===== config.mk =====
export PLATFORM = sky130hd
export DESIGN_NAME = mb_valtrain_seg_cmp
export DESIGN_NICKNAME = d
export VERILOG_FILES = /design/src/rtl/mb_valtrain_pkg.sv /design/src/rtl/mb_valtrain_seg_cmp.sv
export SDC_FILE = /design/constraint.sdc
export NUM_CORES = 1
export LEC_CHECK = 0
export ABC_AREA = 0
export BUFFER_PORTS_ARGS = -buffer_cell sky130_fd_sc_hd__buf_2
export CAP_MARGIN = 20
export CORE_MARGIN = 2
export CORE_UTILIZATION = 46
export DETAILED_ROUTE_END_ITERATION = 10
export MAX_ROUTING_LAYER = met4
export PLACE_DENSITY = 0.86
export SLEW_MARGIN = 20
export SYNTH_ARGS = -nofsm -noshare
export SYNTH_HDL_FRONTEND = slang
export SYNTH_SLANG_ARGS = --single-unit

===== constraint.sdc =====
create_clock -name vclk -period 4.4
set_clock_uncertainty 0.1 [all_clocks]
set_input_delay 0 -clock vclk [all_inputs]
set_output_delay 0 -clock vclk [all_outputs]
set_load 0.02 [all_outputs]

===== src/rtl/mb_valtrain_pkg.sv =====
// Shared constants and encodings for the mainband VALTRAIN pattern checker.
package mb_valtrain_pkg;

   localparam logic [7:0] VALTRAIN_BYTE = 8'b00001111;

   typedef enum logic {
      MODE_ITER   = 1'b0,
      MODE_CONSEC = 1'b1
   } mode_e;

   typedef enum logic [1:0] {
      IDLE = 2'd0,
      RUN  = 2'd1,
      DONE = 2'd2
   } state_e;

endpackage


===== src/rtl/mb_valtrain_seg_cmp.sv =====
// Combinational per-beat comparison of a valid-lane beat against the replicated
// VALTRAIN byte: total bit mismatches, per-segment match and trailing-match run.
module mb_valtrain_seg_cmp
   import mb_valtrain_pkg::*;
#(
   parameter int DATA_W = 32,
   parameter int K      = DATA_W / 8,
   parameter int MISM_W = $clog2(DATA_W + 1),
   parameter int TRL_W  = $clog2(K + 1)
) (
   input  logic [DATA_W-1:0] i_data,
   output logic [MISM_W-1:0] o_mism,
   output logic [K-1:0]      o_seg_match,
   output logic [TRL_W-1:0]  o_trail_run
);

   logic [DATA_W-1:0] diff;
   logic              still;

   assign diff = i_data ^ {K{VALTRAIN_BYTE}};

   always_comb begin
      o_mism = '0;
      for (int unsigned b = 0; b < DATA_W; b++) begin
         o_mism = o_mism + MISM_W'(diff[b]);
      end
   end

   always_comb begin
      o_seg_match = '0;
      for (int unsigned j = 0; j < K; j++) begin
         o_seg_match[j] = (i_data[8*j +: 8] == VALTRAIN_BYTE);
      end
   end

   // Segment K-1 is latest in time, so the run that survives into the next beat
   // is the unbroken match streak counted downward from the top segment.
   always_comb begin
      o_trail_run = '0;
      still       = 1'b1;
      for (int unsigned j = 0; j < K; j++) begin
         if (still && o_seg_match[K-1-j]) begin
            o_trail_run = o_trail_run + 1'b1;
         end else begin
            still = 1'b0;
         end
      end
   end

endmodule


==> summary.md, run 1 <==
| Metric | Value |
|---|---|
| Storage cell area | `0 µm²` |
| Buf+Inv Stages, Crit Path | `6` |
| WP data arrival | `4480 ps` |
| Synth warn | `0` |
| Tmin final | `4580 ps` |
| CP Max Fanout | `2` |
| Highest clock rate | `218 MHz` |
| Fin. Hold Viols | `0` |
| Initial Util | `49.7%` |
| Die X-Extent | `50.3 µm` |
| Number of remaining DRC errors | `0` |
| Num rows | `16` |
| Failing checks | `negative setup slack` |
| Total Routing Usage GR | `23.4%` |
| WL per Instance | `16.0 µm` |
| Status | `finished with violations` |
| Number of routed nets with antenna violations | `0` |
| Number of vias per cell | `5.19` |
| Syn_nets | `173` |
| Pin count of the biggest net entering global routing | `4` |
| Total die area | `2530 µm²` |
| Gate Count Post-Synth | `108` |
| Top-Level Pins | `45` |
| First-pass GRT wire length | `4440 µm` |
| Dpl cells | `185` |
| Antenna Cells | `0` |
| Layout clock buffers | `0` |
| I/O Buffers | `45` |
| Die height | `50.3 µm` |
| Post-Syn Area per Cell | `9.13 µm²` |
| Drt pass-1 iters | `4` |
| Critical path's largest stage delay | `550 ps` |
| # setup viols final | `3` |
| Vias | `971` |
| Worst-Margin Slew | `564 ps` |
| Initial antenna violation count | `0` |
| Mapped Area | `986 µm²` |
| CTS Hold Bufs | `0` |
| Final core utilization | `69.7%` |
| GRT overflow | `0` |
| Critical Path End Type | `output pin` |
| Final TNS setup | `-362 ps` |
| CP delay by family, top | `adder cells` |
| Worst-path cell chain | `buf_6 -> fa_1 -> inv_2 -> fa_1 -> fa_1 -> inv_2 -> fa_2 -> fa_1 -> inv_2 -> fa_1 -> inv_2 -> ha_4 -> fa_2 -> a21o_1 -> a21oi_2 -> xnor2_1 -> buf_4` |
| Fin. max-slew vios | `0` |
| Iter 0 DRT Violations | `22` |
| Max-slew headroom | `61.9%` |
| Area grow syn2layout | `40.1%` |
| Share of the yosys chip area belonging to registers | `0%` |
| FFs & Latches | `0` |
| Worst min-delay path class | `in2out` |
| Final non-filler cell total | `187` |
| Most frequent cells in the layout | `buf_2, inv_1, fa_1, inv_2, buf_4` |
| Core ar. | `1980 µm²` |
| Vias in the first global route | `1,030` |
| WP data required | `4300 ps` |
| Most common cell after layout, fill and taps aside | `buf_2` |
| MaxCap Viol Count | `0` |
| Worst setup path class | `in2out` |
| Netlist cell types | `22` |
| Final WS setup | `-178 ps` |
| Placed wire-length estimate | `2170 µm` |
| Worst path slowest cell | `fa_1` |
| RSZ-0062 raised after global routing | `true` |
| Routed WL | `2990 µm` |
| Layout cells sized above 1 | `45.0%` |
| Number of nets in the layout | `227` |
| Worst path most repeated cell | `fa_1` |
| Tcrit/Tclk final | `104%` |
| GPL Wtd Cong | `0.868` |
| Startpoint types | `input port` |
-- final cells by class --
| class | instances | area (µm²) |
|---|---|---|
| Inverter | 47 | 179 |
| Fill cell | 138 | 601 |
| Timing Repair Buffer | 52 | 327 |
| Tap cell | 27 | 33.8 |
| Multi-Input combinational cell | 61 | 842 |
-- stage by stage --
| step | cell area (µm²) | setup slack, ps | hold slack [ps] |
|---|---|---|---|
| 2_1_floorplan | 986 | 13.5 | 91.0 |
| 5_1_grt | 1380 | -283 | 320 |
| 3_5_place_dp | 1280 | -311 | 278 |
| 4_1_cts | 1330 | -143 | 310 |
| 3_3_place_gp | 1280 | -184 | 272 |
| 6_report | 1380 | -178 | 301 |
-- worst paths after layout --
kind | cells after the start | from | endpoint | slack, ps
worst min-delay path | 3 | i_data[6] | o_mism[0] | 300
worst max-delay path | 17 | i_data[21] | o_mism[4] | -180
-- tightest hold or removal path: stages --
cell   delay [ps]
buf_2         130
ha_4          130
buf_2         150
-- cells by family (layout without fill, tap and decap cells) --
family | Yosys count | in the layout | share of synthesized area, %
AO/OA/AOI/OAI | 9 | 9 | 5.96
XOR/XNOR | 3 | 3 | 2.67
adder cells (fa/ha/maj) | 33 | 33 | 60.2
buffers and inverters | 47 | 99 | 17.9
AND/OR/NAND/NOR | 16 | 16 | 13.3
-- Yosys cell counts (2+ instances only) --
cell	instances	share of area (%)
a21o_1	2	1.5
a21oi_1	4	2.0
fa_1	24	49
ha_1	9	11
inv_1	47	18
nand2_1	3	1.1
nand4b_1	2	1.8
nor2_1	2	0.76
xnor2_1	2	1.8
-- routing by layer --
metal / routed length [µm] / vias up / part of all wire [%] / global-route usage [%]
met4: 135 / 0 / 4.5 / 8.56
li1: - / 424 / - / -
met1: 1030 / 469 / 34 / 24.5
met5: 0 / - / 0 / -
met2: 1640 / 62 / 55 / 45.2
met3: 189 / 16 / 6.3 / 1.79
-- repair_timing --
item                       CTS  global route
gates resized for setup     17            15
setup endpoints to repair    4             5
pin swaps                   14            11
setup buffers                0             2
Power of run 1 is not shown: default switching activity piles up to over one toggle a cycle in this logic, so the estimate is an artifact.
==> run 2, diff against run 1 <==
--- a/config.mk
+++ b/config.mk
@@ -8,6 +8,7 @@
 export ABC_AREA = 0
 export BUFFER_PORTS_ARGS = -buffer_cell sky130_fd_sc_hd__buf_2
 export CAP_MARGIN = 20
+export CORE_ASPECT_RATIO = 0.7
 export CORE_MARGIN = 2
 export CORE_UTILIZATION = 46
 export DETAILED_ROUTE_END_ITERATION = 10
==> summary.md, run 2 (synthesis gave the netlist of run 1 again) <==
| Metric | Value |
|---|---|
| Number of remaining DRC errors | `0 (unchanged)` |
| GRT overflow | `0 (unchanged)` |
| Antenna Cells | `0 (unchanged)` |
| MaxCap Viol Count | `0 (unchanged)` |
| Most common cell after layout, fill and taps aside | `buf_2 (unchanged)` |
| FFs & Latches | `0 (unchanged)` |
| Layout cells sized above 1 | `47.2% (was 45.0%)` |
| Highest clock rate | `223 MHz (was 218 MHz)` |
| Design Area, Final | `1330 µm² (was 1380 µm²)` |
| Initial antenna violation count | `0 (unchanged)` |
| Total Routing Usage GR | `21.9% (was 23.4%)` |
| Num rows | `13 (was 16)` |
| Core ar. | `1940 µm² (was 1980 µm²)` |
| Worst setup path class | `in2out (unchanged)` |
| Tcrit/Tclk final | `102% (was 104%)` |
| Worst min-delay path class | `in2out (unchanged)` |
| WP data required | `4300 ps (about the same)` |
| Die X-Extent | `59.3 µm (was 50.3 µm)` |
| Vias | `859 (was 971)` |
| Post-DP Area | `1280 µm² (about the same)` |
| Max-slew headroom | `67.0% (was 61.9%)` |
| Fin. max-slew vios | `0 (unchanged)` |
| Critical Path Source | `i_data[21] (unchanged)` |
| Hold depth | `3 (unchanged)` |
| Die height | `42.7 µm (was 50.3 µm)` |
| Status | `finished with violations (unchanged)` |
| Routed WL | `2300 µm (was 2990 µm)` |
| WP data arrival | `4390 ps (was 4480 ps)` |
| Failing checks | `negative setup slack (unchanged)` |
| Initial Util | `50.9% (was 49.7%)` |
| Vias in the first global route | `950 (was 1,030)` |
| WL per Instance | `12.7 µm (was 16.0 µm)` |
| Final WS setup | `-90.5 ps (was -178 ps)` |
| # setup viols final | `2 (was 3)` |
| Storage cell area | `0 µm² (unchanged)` |
| Fin. Hold Viols | `0 (unchanged)` |
| Worst-Margin Slew | `488 ps (was 564 ps)` |
| Number of vias per cell | `4.75 (was 5.19)` |
| Top-Level Pins | `45 (unchanged)` |
| Number of routed nets with antenna violations | `0 (unchanged)` |
| I/O Buffers | `45 (unchanged)` |
| Most frequent cells in the layout | `buf_2, inv_1, fa_1, inv_2, ha_1 (was buf_2, inv_1, fa_1, inv_2, buf_4)` |
| Area grow syn2layout | `35.2% (was 40.1%)` |
| CP Max Fanout | `2 (unchanged)` |
| Worst Hold End | `o_mism[0] (unchanged)` |
| Hold path start | `i_data[6] (unchanged)` |
| Startpoint types | `input port (unchanged)` |
| Number of nets in the layout | `226 (was 227)` |
| Layout clock buffers | `0 (unchanged)` |
| Pin count of the biggest net entering global routing | `4 (unchanged)` |
| Placed wire-length estimate | `2190 µm (was 2170 µm)` |
| Tmin final | `4490 ps (was 4580 ps)` |
| CTS Hold Bufs | `0 (unchanged)` |
| Iter 0 DRT Violations | `27 (was 22)` |
| Critical Path End Type | `output pin (unchanged)` |
| Total die area | `2540 µm² (was 2530 µm²)` |
| Drt pass-1 iters | `4 (unchanged)` |
| RSZ-0062 raised after global routing | `true (unchanged)` |
| GPL Wtd Cong | `0.895 (was 0.868)` |
| First-pass GRT wire length | `4060 µm (was 4440 µm)` |
-- run 2: changes by cell type in the layout (fill, tap and decap cells not counted), sizes merged --
cell	previous run	this run
buf	52	51
-- run 2: stage by stage --
step	std cells	util, %	worst slack, ps	hold WS [ps]	setup TNS, ps
6_report	181	68.8	-90.5	304	-111
3_5_place_dp	180	65.9	-339	309	-637
3_3_place_gp	180	65.9	-201	277	-201
5_1_grt	181	68.8	-173	311	-292
2_1_floorplan	108	-	13.5	91.0	0
4_1_cts	180	67.9	-134	310	-134
-- run 2: final cells by class --
class | instances | area (µm²)
timing repair buffer | 51 | 289
fill | 153 | 603
inverter | 47 | 176
multi-input combinational | 61 | 840
tap | 22 | 27.5
-- run 2: critical path: stages --
cell and delay (ps):
buf_8 100, fa_1 550, inv_2 50, fa_2 550, fa_1 430, inv_2 70
fa_2 440, fa_1 500, inv_1 50, fa_1 480, inv_2 50, ha_4 160
fa_2 350, a21o_1 180, a21oi_2 130, xnor2_1 130, buf_2 180
-- run 2: timing repair --
action	CTS	global route
endpoints found under the setup margin	4	4
buffers inserted	0	1
pin swaps	13	12
gates resized for setup	14	14
-- run 2: metal layers --
| layer | GRT usage (%) | part of all wire [%] |
|---|---|---|
| met5 | - | 0 |
| met4 | 3.18 | 1.7 |
| met3 | 0.610 | 6.9 |
| met2 | 39.8 | 49 |
| met1 | 27.7 | 42 |
-- run 2: how the worst max path moves through the flow --
stage,endpoint,cells past startpoint
finish,o_mism[4],17
global route,o_mism[4],17
CTS,o_mism[4],17
detailed placement,o_mism[4],17
global placement,o_mism[4],17
floorplan,o_mism[4],15
Power of run 2 is left out for the same reason.
==> run 3, diff against run 2 <==
--- a/config.mk
+++ b/config.mk
@@ -10,10 +10,10 @@
 export CAP_MARGIN = 20
 export CORE_ASPECT_RATIO = 0.7
 export CORE_MARGIN = 2
-export CORE_UTILIZATION = 46
+export CORE_UTILIZATION = 25
 export DETAILED_ROUTE_END_ITERATION = 10
 export MAX_ROUTING_LAYER = met4
-export PLACE_DENSITY = 0.86
+export PLACE_DENSITY = 0.54
 export SLEW_MARGIN = 20
 export SYNTH_ARGS = -nofsm -noshare
 export SYNTH_HDL_FRONTEND = slang
==> constraint.sdc (replaced) <==
create_clock -name vclk -period 3.7
set_clock_uncertainty 0.1 [all_clocks]
set_input_delay 0 -clock vclk [all_inputs]
set_output_delay 0 -clock vclk [all_outputs]
set_load 0.02 [all_outputs]
==> summary.md, run 3 (synthesis gave the netlist of run 1 again) <==
| Metric | Value |
|---|---|
| Layout cells sized above 1 | `48.8% (was 47.2%)` |
| WL per Instance | `11.6 µm (was 12.7 µm)` |
| Wire length on met2 | `1290 µm (was 1130 µm)` |
| Pin count of the biggest net entering global routing | `4 (unchanged)` |
| Number of vias per cell | `3.95 (was 4.75)` |
| Num rows | `19 (was 13)` |
| Placed wire-length estimate | `2480 µm (was 2190 µm)` |
| GRT overflow | `0 (unchanged)` |
| Initial antenna violation count | `0 (unchanged)` |
| Vias | `862 (was 859)` |
| Worst-Margin Slew | `675 ps (was 488 ps)` |
| Core ar. | `3850 µm² (was 1940 µm²)` |
| WP data required | `3600 ps (was 4300 ps)` |
| Die height | `56.5 µm (was 42.7 µm)` |
| Max-slew headroom | `54.4% (was 67.0%)` |
| Critical Path Source | `i_data[11] (was i_data[21])` |
| Die X-Extent | `79.1 µm (was 59.3 µm)` |
| FFs & Latches | `0 (unchanged)` |
| Drt pass-1 iters | `4 (unchanged)` |
| Most common cell after layout, fill and taps aside | `inv_1 (was buf_2)` |
| Worst setup path class | `in2out (unchanged)` |
| Tmin final | `4500 ps` |
| Status | `finished with violations (unchanged)` |
| Top sig layer | `met3 (was met4)` |
| Multi-input logic area | `876 µm² (was 840 µm²)` |
| Critical Path End Type | `output pin (unchanged)` |
| Total die area | `4470 µm² (was 2540 µm²)` |
| Fin. Hold Viols | `0 (unchanged)` |
| Highest clock rate | `222 MHz` |
| Fin. max-slew vios | `0 (unchanged)` |
| Final WS setup | `-796 ps (was -90.5 ps)` |
| Iter 0 DRT Violations | `9 (was 27)` |
| Antenna Cells | `0 (unchanged)` |
| Final TNS setup | `-3260 ps (was -111 ps)` |
| First-pass GRT wire length | `4350 µm (was 4060 µm)` |
| Number of routed nets with antenna violations | `0 (unchanged)` |
| Startpoint types | `input port (unchanged)` |
| Storage cell area | `0 µm² (unchanged)` |
| Wire length on met3 | `138 µm (was 158 µm)` |
| Worst min-delay path class | `in2out (unchanged)` |
| # setup viols final | `6 (was 2)` |
| Failing checks | `negative setup slack (unchanged)` |
| Most frequent cells in the layout | `inv_1, buf_2, fa_1, buf_4, inv_2 (was buf_2, inv_1, fa_1, inv_2, ha_1)` |
| CP Max Fanout | `2 (unchanged)` |
| I/O Buffers | `45 (unchanged)` |
| Top-Level Pins | `45 (unchanged)` |
| Tcrit/Tclk final | `122%` |
| GPL Wtd Cong | `0.798 (was 0.895)` |
| RSZ-0062 raised after global routing | `true (unchanged)` |
| Vias in the first global route | `980 (was 950)` |
| Routed metal-1 wire length | `1100 µm (was 976 µm)` |
| WP data arrival | `4400 ps (was 4390 ps)` |
| MaxCap Viol Count | `0 (unchanged)` |
| Setup crit end | `o_mism[4] (unchanged)` |
| Routed WL | `2530 µm (was 2300 µm)` |
| Number of remaining DRC errors | `0 (unchanged)` |
| FILL cells | `410 (was 153)` |
| Number of nets in the layout | `233 (was 226)` |
| Area grow syn2layout | `53.4% (was 35.2%)` |
| Initial Util | `25.6% (was 50.9%)` |
| Hold_ws | `280 ps (was 304 ps)` |
| Layout clock buffers | `0 (unchanged)` |
| Total Routing Usage GR | `12.6% (was 21.9%)` |
[run 3: repair_timing]
action	in CTS	in global routing
setup endpoints to repair	6	6
hold endpoints to repair	0	0
pin swaps	13	5
resized for setup	19	9
hold buffers	0	0
buffers inserted	2	4
[run 3: cell type report]
type	count	share of cell area [%]
multi-input combinational	61	57.9
timing repair buffer	58	25.5
inverter	47	12.3
tap	52	4.30
[run 3: routing by layer]
metal  vias to the layer above  GRT usage [%]
met1                       404           16.9
met2                        23           22.4
met4                         0              0
li1                        435              -
met5                         -              -
met3                         0           1.13
[run 3: worst max-delay path, cell delays in order]
cell     delay (ps)
buf_8            80
inv_4            30
fa_1            540
inv_2            40
fa_1            480
fa_1            530
inv_2            40
fa_2            440
fa_1            480
inv_1            40
fa_1            490
inv_2            50
ha_4            150
fa_2            340
a21o_1          180
a21oi_2         180
xnor2_2         140
buf_4           160
[run 3: how the worst min path moves through the flow]
stage / from / end / cells past startpoint
after floorplan: i_data[3] / o_seg_match[0] / 2
after global placement: i_data[6] / o_mism[0] / 3
after detailed placement: i_data[6] / o_mism[0] / 3
after CTS: i_data[6] / o_mism[0] / 3
after global routing: i_data[6] / o_mism[0] / 3
final: i_data[6] / o_mism[0] / 3
[run 3: metrics by stage]
step / cell area (µm²) / utilization, % / setup WS (ps) / std cells
finish: 1510 / 39.3 / -796 / 218
global placement: 1390 / 36.2 / -848 / 213
detailed placement: 1390 / 36.2 / -934 / 213
floorplan: 1040 / - / -518 / 108
global route: 1510 / 39.3 / -957 / 218
CTS: 1470 / 38.1 / -868 / 215
Power of run 3 is left out for the same reason.
